--- config.mk ---
export PLATFORM = sky130hd
export DESIGN_NAME = wb_mem_slave
export DESIGN_NICKNAME = d
export VERILOG_FILES = /design/src/rtl/wb_mem_slave.sv
export SDC_FILE = /design/constraint.sdc
export NUM_CORES = 1
export LEC_CHECK = 0
export ABC_AREA = 1
export BUFFER_PORTS_ARGS = -buffer_cell sky130_fd_sc_hd__buf_2
export CAP_MARGIN = 20
export CORE_UTILIZATION = 55
export CTS_BUF_LIST = sky130_fd_sc_hd__clkbuf_16
export CTS_CLUSTER_DIAMETER = 100
export DETAILED_ROUTE_END_ITERATION = 10
export GPL_ROUTABILITY_DRIVEN = 0
export PLACE_DENSITY_LB_ADDON = 0.3
export REMOVE_ABC_BUFFERS = 1
export SYNTH_ARGS = -nofsm -noshare
export SYNTH_HDL_FRONTEND = slang
export SYNTH_SLANG_ARGS = --single-unit
--- constraint.sdc ---
create_clock -name clk_i -period 2.4 [get_ports clk_i]
set_input_delay 0.12 -clock clk_i [delete_from_list [all_inputs] [get_ports clk_i]]
set_output_delay 0.12 -clock clk_i [all_outputs]
set_load 0.005 [all_outputs]
--- src/rtl/wb_mem_slave.sv ---
// Purpose : Wishbone B4 pipelined slave, REGISTER_NUM flop words with byte-lane writes.
// Latency : WAIT_CYCLES+1 cycles from accept to ack_o/err_o.
// Backpr. : stall_o high for WAIT_CYCLES cycles after each accept; zero stall when WAIT_CYCLES=0.
//
// Ports: clk_i/rst_i (async active-low) ; adr_i/dat_i/sel_i/we_i/stb_i/cyc_i request
// from the master ; dat_o read data, ack_o/err_o one-cycle terminations, stall_o.
// All outputs are registered.
module wb_mem_slave #(
    parameter int ADDR_WIDTH   = 4,
    parameter int DATA_WIDTH   = 32,
    parameter int GRANULE      = 8,
    parameter int REGISTER_NUM = 16,
    parameter int WAIT_CYCLES  = 0,
    parameter int SEL_WIDTH    = DATA_WIDTH / GRANULE
) (
    input  logic                  clk_i,
    input  logic                  rst_i,
    input  logic [ADDR_WIDTH-1:0] adr_i,
    input  logic [DATA_WIDTH-1:0] dat_i,
    output logic [DATA_WIDTH-1:0] dat_o,
    input  logic [SEL_WIDTH-1:0]  sel_i,
    input  logic                  we_i,
    input  logic                  stb_i,
    input  logic                  cyc_i,
    output logic                  ack_o,
    output logic                  err_o,
    output logic                  stall_o
);

    // Counter is at least one bit so the W=0 build still has a legal vector.
    localparam int CNT_W = (WAIT_CYCLES > 0) ? $clog2(WAIT_CYCLES + 1) : 1;
    localparam logic [CNT_W-1:0] CNT_LAST = CNT_W'((WAIT_CYCLES > 0) ? WAIT_CYCLES - 1 : 0);
    localparam bit NO_WAIT = (WAIT_CYCLES == 0);

    localparam logic [0:0] ST_IDLE = 1'b0;
    localparam logic [0:0] ST_WAIT = 1'b1;

    logic [0:0]            state;
    logic [CNT_W-1:0]      cnt;
    logic [ADDR_WIDTH-1:0] adr_q;
    logic [DATA_WIDTH-1:0] dat_q;
    logic [SEL_WIDTH-1:0]  sel_q;
    logic                  we_q;

    logic [DATA_WIDTH-1:0] mem [REGISTER_NUM];

    logic                  accept;
    logic                  wait_done;
    logic                  do_access;
    logic [ADDR_WIDTH-1:0] acc_adr;
    logic [DATA_WIDTH-1:0] acc_dat;
    logic [SEL_WIDTH-1:0]  acc_sel;
    logic                  acc_we;
    logic                  addr_bad;

    assign accept    = (state == ST_IDLE) && cyc_i && stb_i && !stall_o;
    // Dropping cyc_i in the last wait cycle still aborts: abort wins over completion.
    assign wait_done = (state == ST_WAIT) && cyc_i && (cnt == CNT_LAST);
    assign do_access = (accept && NO_WAIT) || wait_done;

    // Zero-wait accesses use the live bus; waited accesses use the copy taken at accept.
    assign acc_adr = (state == ST_IDLE) ? adr_i : adr_q;
    assign acc_dat = (state == ST_IDLE) ? dat_i : dat_q;
    assign acc_sel = (state == ST_IDLE) ? sel_i : sel_q;
    assign acc_we  = (state == ST_IDLE) ? we_i  : we_q;

    assign addr_bad = (32'(acc_adr) >= 32'(REGISTER_NUM));

    always_ff @(posedge clk_i or negedge rst_i) begin
        if (!rst_i) begin
            state   <= ST_IDLE;
            cnt     <= '0;
            adr_q   <= '0;
            dat_q   <= '0;
            sel_q   <= '0;
            we_q    <= 1'b0;
            ack_o   <= 1'b0;
            err_o   <= 1'b0;
            stall_o <= 1'b0;
            dat_o   <= '0;
            for (int i = 0; i < REGISTER_NUM; i++) begin
                mem[i] <= '0;
            end
        end else begin
            ack_o <= 1'b0;
            err_o <= 1'b0;

            case (state)
                ST_IDLE: begin
                    if (accept) begin
                        adr_q <= adr_i;
                        dat_q <= dat_i;
                        sel_q <= sel_i;
                        we_q  <= we_i;
                        if (!NO_WAIT) begin
                            state   <= ST_WAIT;
                            stall_o <= 1'b1;
                            cnt     <= '0;
                        end
                    end
                end
                ST_WAIT: begin
                    if (!cyc_i || (cnt == CNT_LAST)) begin
                        state   <= ST_IDLE;
                        stall_o <= 1'b0;
                        cnt     <= '0;
                    end else begin
                        cnt <= cnt + 1'b1;
                    end
                end
                default: begin
                    state   <= ST_IDLE;
                    stall_o <= 1'b0;
                    cnt     <= '0;
                end
            endcase

            if (do_access) begin
                if (addr_bad) begin
                    err_o <= 1'b1;
                    dat_o <= '0;
                end else begin
                    ack_o <= 1'b1;
                    if (acc_we) begin
                        for (int k = 0; k < SEL_WIDTH; k++) begin
                            if (acc_sel[k]) begin
                                mem[acc_adr][GRANULE*k +: GRANULE] <= acc_dat[GRANULE*k +: GRANULE];
                            end
                        end
                    end else begin
                        dat_o <= mem[acc_adr];
                    end
                end
            end
        end
    end

endmodule

# == Word-level counts from Yosys, hierarchy flattened ==
# Cells that the tools add are included.
# totals
reg_bits,588
word_cells,75
inputBits,45
output_inout_bits,35
# classes
n_mux,33
reduce_logical,11
bitwise,4
add_sub_neg,1
magnitude_cmp,2
# op_table
operator,n
$mux W512,10
$bwmux W512,4
$demux W32 S4,4
$bmux W32 S4,1
$mux W32,4
$mux W24,1
$mux W16,1
$mux W4,2
$mux W8,1
$reduce_and A2 Y1,3
$ge A5 B5 Y1 const B,1
$logic_and A1 B1 Y1,5
$lt A5 B1 Y1 const B,1
$mux W1,5
$not A4 Y5,1
$not A1 Y1,3
$logic_or A1 B1 Y1,2
$add A1 B1 Y1 const B,1
$logic_not A1 Y1,1

# == Logic depth before layout (Yosys ltp) ==
# depth
ltp_word,20
depth_mapped,14
depth_no_buf,11

# == Worst setup path before layout ==
# Ideal clock, no wire load.
# synth_path
kind,register to register
from,reg state
to,reg mem[39] in the netlist's numbering
period_less_slack_ns,1.832
setup_time_ns,0.141
path_slack_ns,0.568
t_required_ns,2.259
path_stages_with_launch,11
t_arrival_ns,1.690
path_buffers,2
path_cell_list,dfrtp_1 buf_6 o21ai_2 inv_2 nor2_4 inv_2 nor2_4 nand2_1 clkbuf_1 nand2_1 o21ai_1
# synth_via
elab_chain_cells,20
# synth_rtl
element,line_no,source
"start, declared",38,logic [0:0] state;
"start signal, assigned",71,state <= ST_IDLE;
"start signal, assigned",96,state <= ST_WAIT;
"start signal, assigned",104,state <= ST_IDLE;
$mux W4,62,assign acc_adr = (state == ST_IDLE) ? adr_i : adr_q;
$not A4 Y5 (not written as such),127,mem[acc_adr][GRANULE*k +: GRANULE] <= acc_dat[GRANULE*k +: GRANULE];
$ge A5 B5 Y1 (not written as such) / $lt A5 B1 Y1 (equally long branches),127,
$logic_and A1 B1 Y1 (not written as such),127,
$mux W8 (not written as such),127,
$demux W32 S4,127,
$bwmux W512,127,
$mux W512,126,if (acc_sel[k]) begin
(+4 left out),-,
$mux W512,124,if (acc_we) begin
$mux W512,118,if (do_access) begin
$bwmux W512,127,
$mux W512,126,
$mux W512,124,
$mux W512,118,
$bwmux W512,127,
$mux W512,126,
"end signal, assigned by index",127,
"end, declared",45,logic [DATA_WIDTH-1:0] mem [REGISTER_NUM];
# Several ways; a longest one is shown, not always the timed one. The select of a mux whose other input is x is not followed.
# A chain may end at the register's enable or synchronous reset.

# == Final worst setup path ==
# layout_path
from,reg state
to,reg mem[91] in the netlist's numbering
# layout_via
elab_chain_cells,17
# layout_rtl
element,line_no
$mux W4,62
$not A4 Y5 (not written as such),127
$demux W32 S4,127
$bwmux W512,127
$mux W512,126
$mux W512,124
$mux W512,118
$bwmux W512,127
$mux W512,126
$mux W512,124
$mux W512,118
$bwmux W512,127
$mux W512,126
$mux W512,124
$mux W512,118
$bwmux W512,127
$mux W512,126
# Several ways; a longest one is shown, not always the timed one. The select of a mux whose other input is x is not followed.

==> impl_results.md <==
* Post-Synthesis Cells at between 3,000 and 4,000
* Max_slew headroom at 0.324
* Pleak at between 15 and 20 nW
* Crit path capture type: flop
* Via/cell ratio at 5.56
* Fin cells at 4,291
* Post-synth top area share at 0.535
* Worst-path cell chain: buf_4 -> o21ai_2 -> inv_2 -> nor2_4 -> inv_2 -> nor2_2 -> nand2_1 -> nand2_1 -> o21ai_0
* Fin crit share at 1.02
* Worst R2R Setup Slack at -0.05 ns
* Unrepaired setup endpoints after global routing: true
* PD cells at 725 nW/um^2
* DRC at 0
* Synth Area per Inst at between 7 and 8 sq um
* Final setup viols at 16
* Crit-path slowest cell: nand2_1
* Clock slew seen by the registers of the worst setup and hold paths at around 0.06 ns
* Worst slew pin tran at approximately 1.0 ns
* Required time of the critical path at about 2.9 ns
* #FFs+latches synth at around 590
* Root Buffer: clkbuf_16
* FMAX at about 410 MHz
* YS warnings at 0
* Clock latency at the later pin of the worst-skew pair at about 0.64 ns
* H-tree depth at 2
* Crit path launch type: flop
* WP data arrival at about 2.9 ns
* Post-Synthesis Cell Area at about 27,000 sq um
* Place WS at -0.0660 ns
* Final worst slack at -0.0497 ns
* Total power at 0.0224 W
* # port buffers at 77
* Initial antenna violation count at 3
* Initial Utilization at 0.559
* Tmin final at ~2.4 ns
* Core area at around 49,000 sq um
* Most common cell after layout, fill and taps aside: nand2_1
* # nets final at ~3,600
* # IOs at 80
* Commonest cells after routing, fill and taps aside: nand2_1 (1,565), dfrtp_1 (588), o21ai_1 (347)
* Status: finished with violations
* Die Span Y at 226 microns
* Die width at 226 microns
* First-pass GRT wire length at 124 mm
* Largest net degree at the start of global routing at 83
* Design Area, Final at between 30,000 and 40,000 sq um
* Vias at 23,900
* Reg-to-reg endpoint: mem[91]
* Worst vdd ir at between 0.5 and 0.6 mV
* Layout cells sized above 1 at 0.0943
* Area grow syn2layout at 12.4%
* Wire per inst at 17.7 microns
* Drt total wl at 76.1 mm
* Die area at about 51,000 sq um
* Final Skew at ~0.028 ns
* Area leader, netlist: dfrtp_1
* GRT Overall Usage at 0.310
* CTS max path bufs at 3
* CTS Buf Count at 60
* Crit Path Category: flop to flop
* Vias in the first global route at roughly 23,000
* CP max FO at 16
* CTS sink cnt at between 500 and 600
* Worst r2r path cells at 9
* Final core utilization at 0.628
* Top cells by area, synth: dfrtp_1 (54%), nand2_1 (21%), nand3_1 (5.8%)
* Final HPWL DP at ~44 mm
* Yosys cell types at 23
* Violated checks: negative setup slack
* Placed cell areas at around 29,000 sq um
* Final slew viol count at 0
* Worst r2r src: state
* Max_cap viols at 0
* Remaining global-route overflow at 0
* First-pass DRT Iterations at 6
* CP max stage delay at between 0.4 and 0.5 ns
* Antenna-violating nets left at 0
* HP Class: input port to async pin
* CTS tree: built
* Placed cell count at between 4,000 and 5,000
* Std-Cell Rows at 81
* Initial drt markers at 2,264
* Seq/Total Area, Yosys at 0.535
* Final hold viol count at 0
-- flip-flops by register name, summed over array words and instances, names as in the netlist --
name / cells
dat_o: 32
adr_q: 4
dat_q: 32
state: 1
we_q: 1
mem: 512
sel_q: 4
ack_o: 1
cnt: 1
-- cell usage after synthesis, drive strengths merged --
cell type  instances
nor2             125
nor2b              1
dfrtp            588
nand2           1624
inv               52
nor3               1
conb               1
a21oi              4
buf              130
o31ai              1
o21ai            589
clkbuf           117
nand3            321
-- layout make-up --
class	instances	area [sq um]
flip-flops and latches	588	14700
multi-input cells	2668	11500
fillers	4292	18300
well taps	664	831
clock inverters	42	214
repair buffers	213	1830
inverters	52	198
clock buffers	62	1550
diodes	2	5.00
-- cells by family after synthesis --
group           count (synthesis)  synth area share
flops                         588             0.535
compound gates                594             0.109
other cells                     1          0.000136
buf+inv                       299            0.0473
simple gates                 2072             0.308
-- metrics by stage --
stage | setup TNS (ns) | hold slack (ns)
floorplan | -1951.42 | -0.176
global placement | 0 | 0.101
detailed placement | -0.393 | 0.0963
CTS | -0.227 | 0.0374
global route | -2.11 | 0.0802
finish | -0.459 | 0.0322
-- critical path: cells and delay by family, from the launching register on --
kind | cells | cell delay [ns]
compound gates | 2 | 0.40
buf+inv | 3 | 0.40
simple gates | 4 | 1.09
flops | 1 | 0.40
-- per-layer routing --
layer	share of wire	vias to the layer above	GRT usage	routed length [microns]
met5	0.00013	-	0	10
met4	0.029	2	0.0941	2210
met3	0.086	162	0.0591	6520
met2	0.46	946	0.496	35000
met1	0.43	11300	0.430	32400
li1	-	11500	-	-
-- where the power goes --
part / switching (W) / leakage, nW / total, W / internal, W
Clock: 0.00391 / 0.925 / 0.00863 / 0.00471
Combinational: 0.00161 / 6.55 / 0.00254 / 0.000932
Sequential: 0.000465 / 7.91 / 0.0112 / 0.0108
Total: 0.00598 / 15.4 / 0.0224 / 0.0164
-- what timing repair did --
item | 4_1_cts | 5_1_grt
setup endpoints to repair | 12 | 47
resized for setup | 1 | 5
pin swaps | 0 | 0
hold buffers | 44 | 0
hold endpoints to repair | 631 | 0
setup buffers | 0 | 0
-- how the worst max path moves through the flow --
stage | slack, ns | end | from
after floorplan | -4.51 | mem[391] | state
after global placement | 0.06 | mem[76] | state
after detailed placement | -0.07 | mem[77] | state
after CTS | -0.04 | mem[94] | state
after global routing | -0.17 | mem[89] | state
final | -0.05 | mem[91] | state
(Power assumes the default switching activity.)
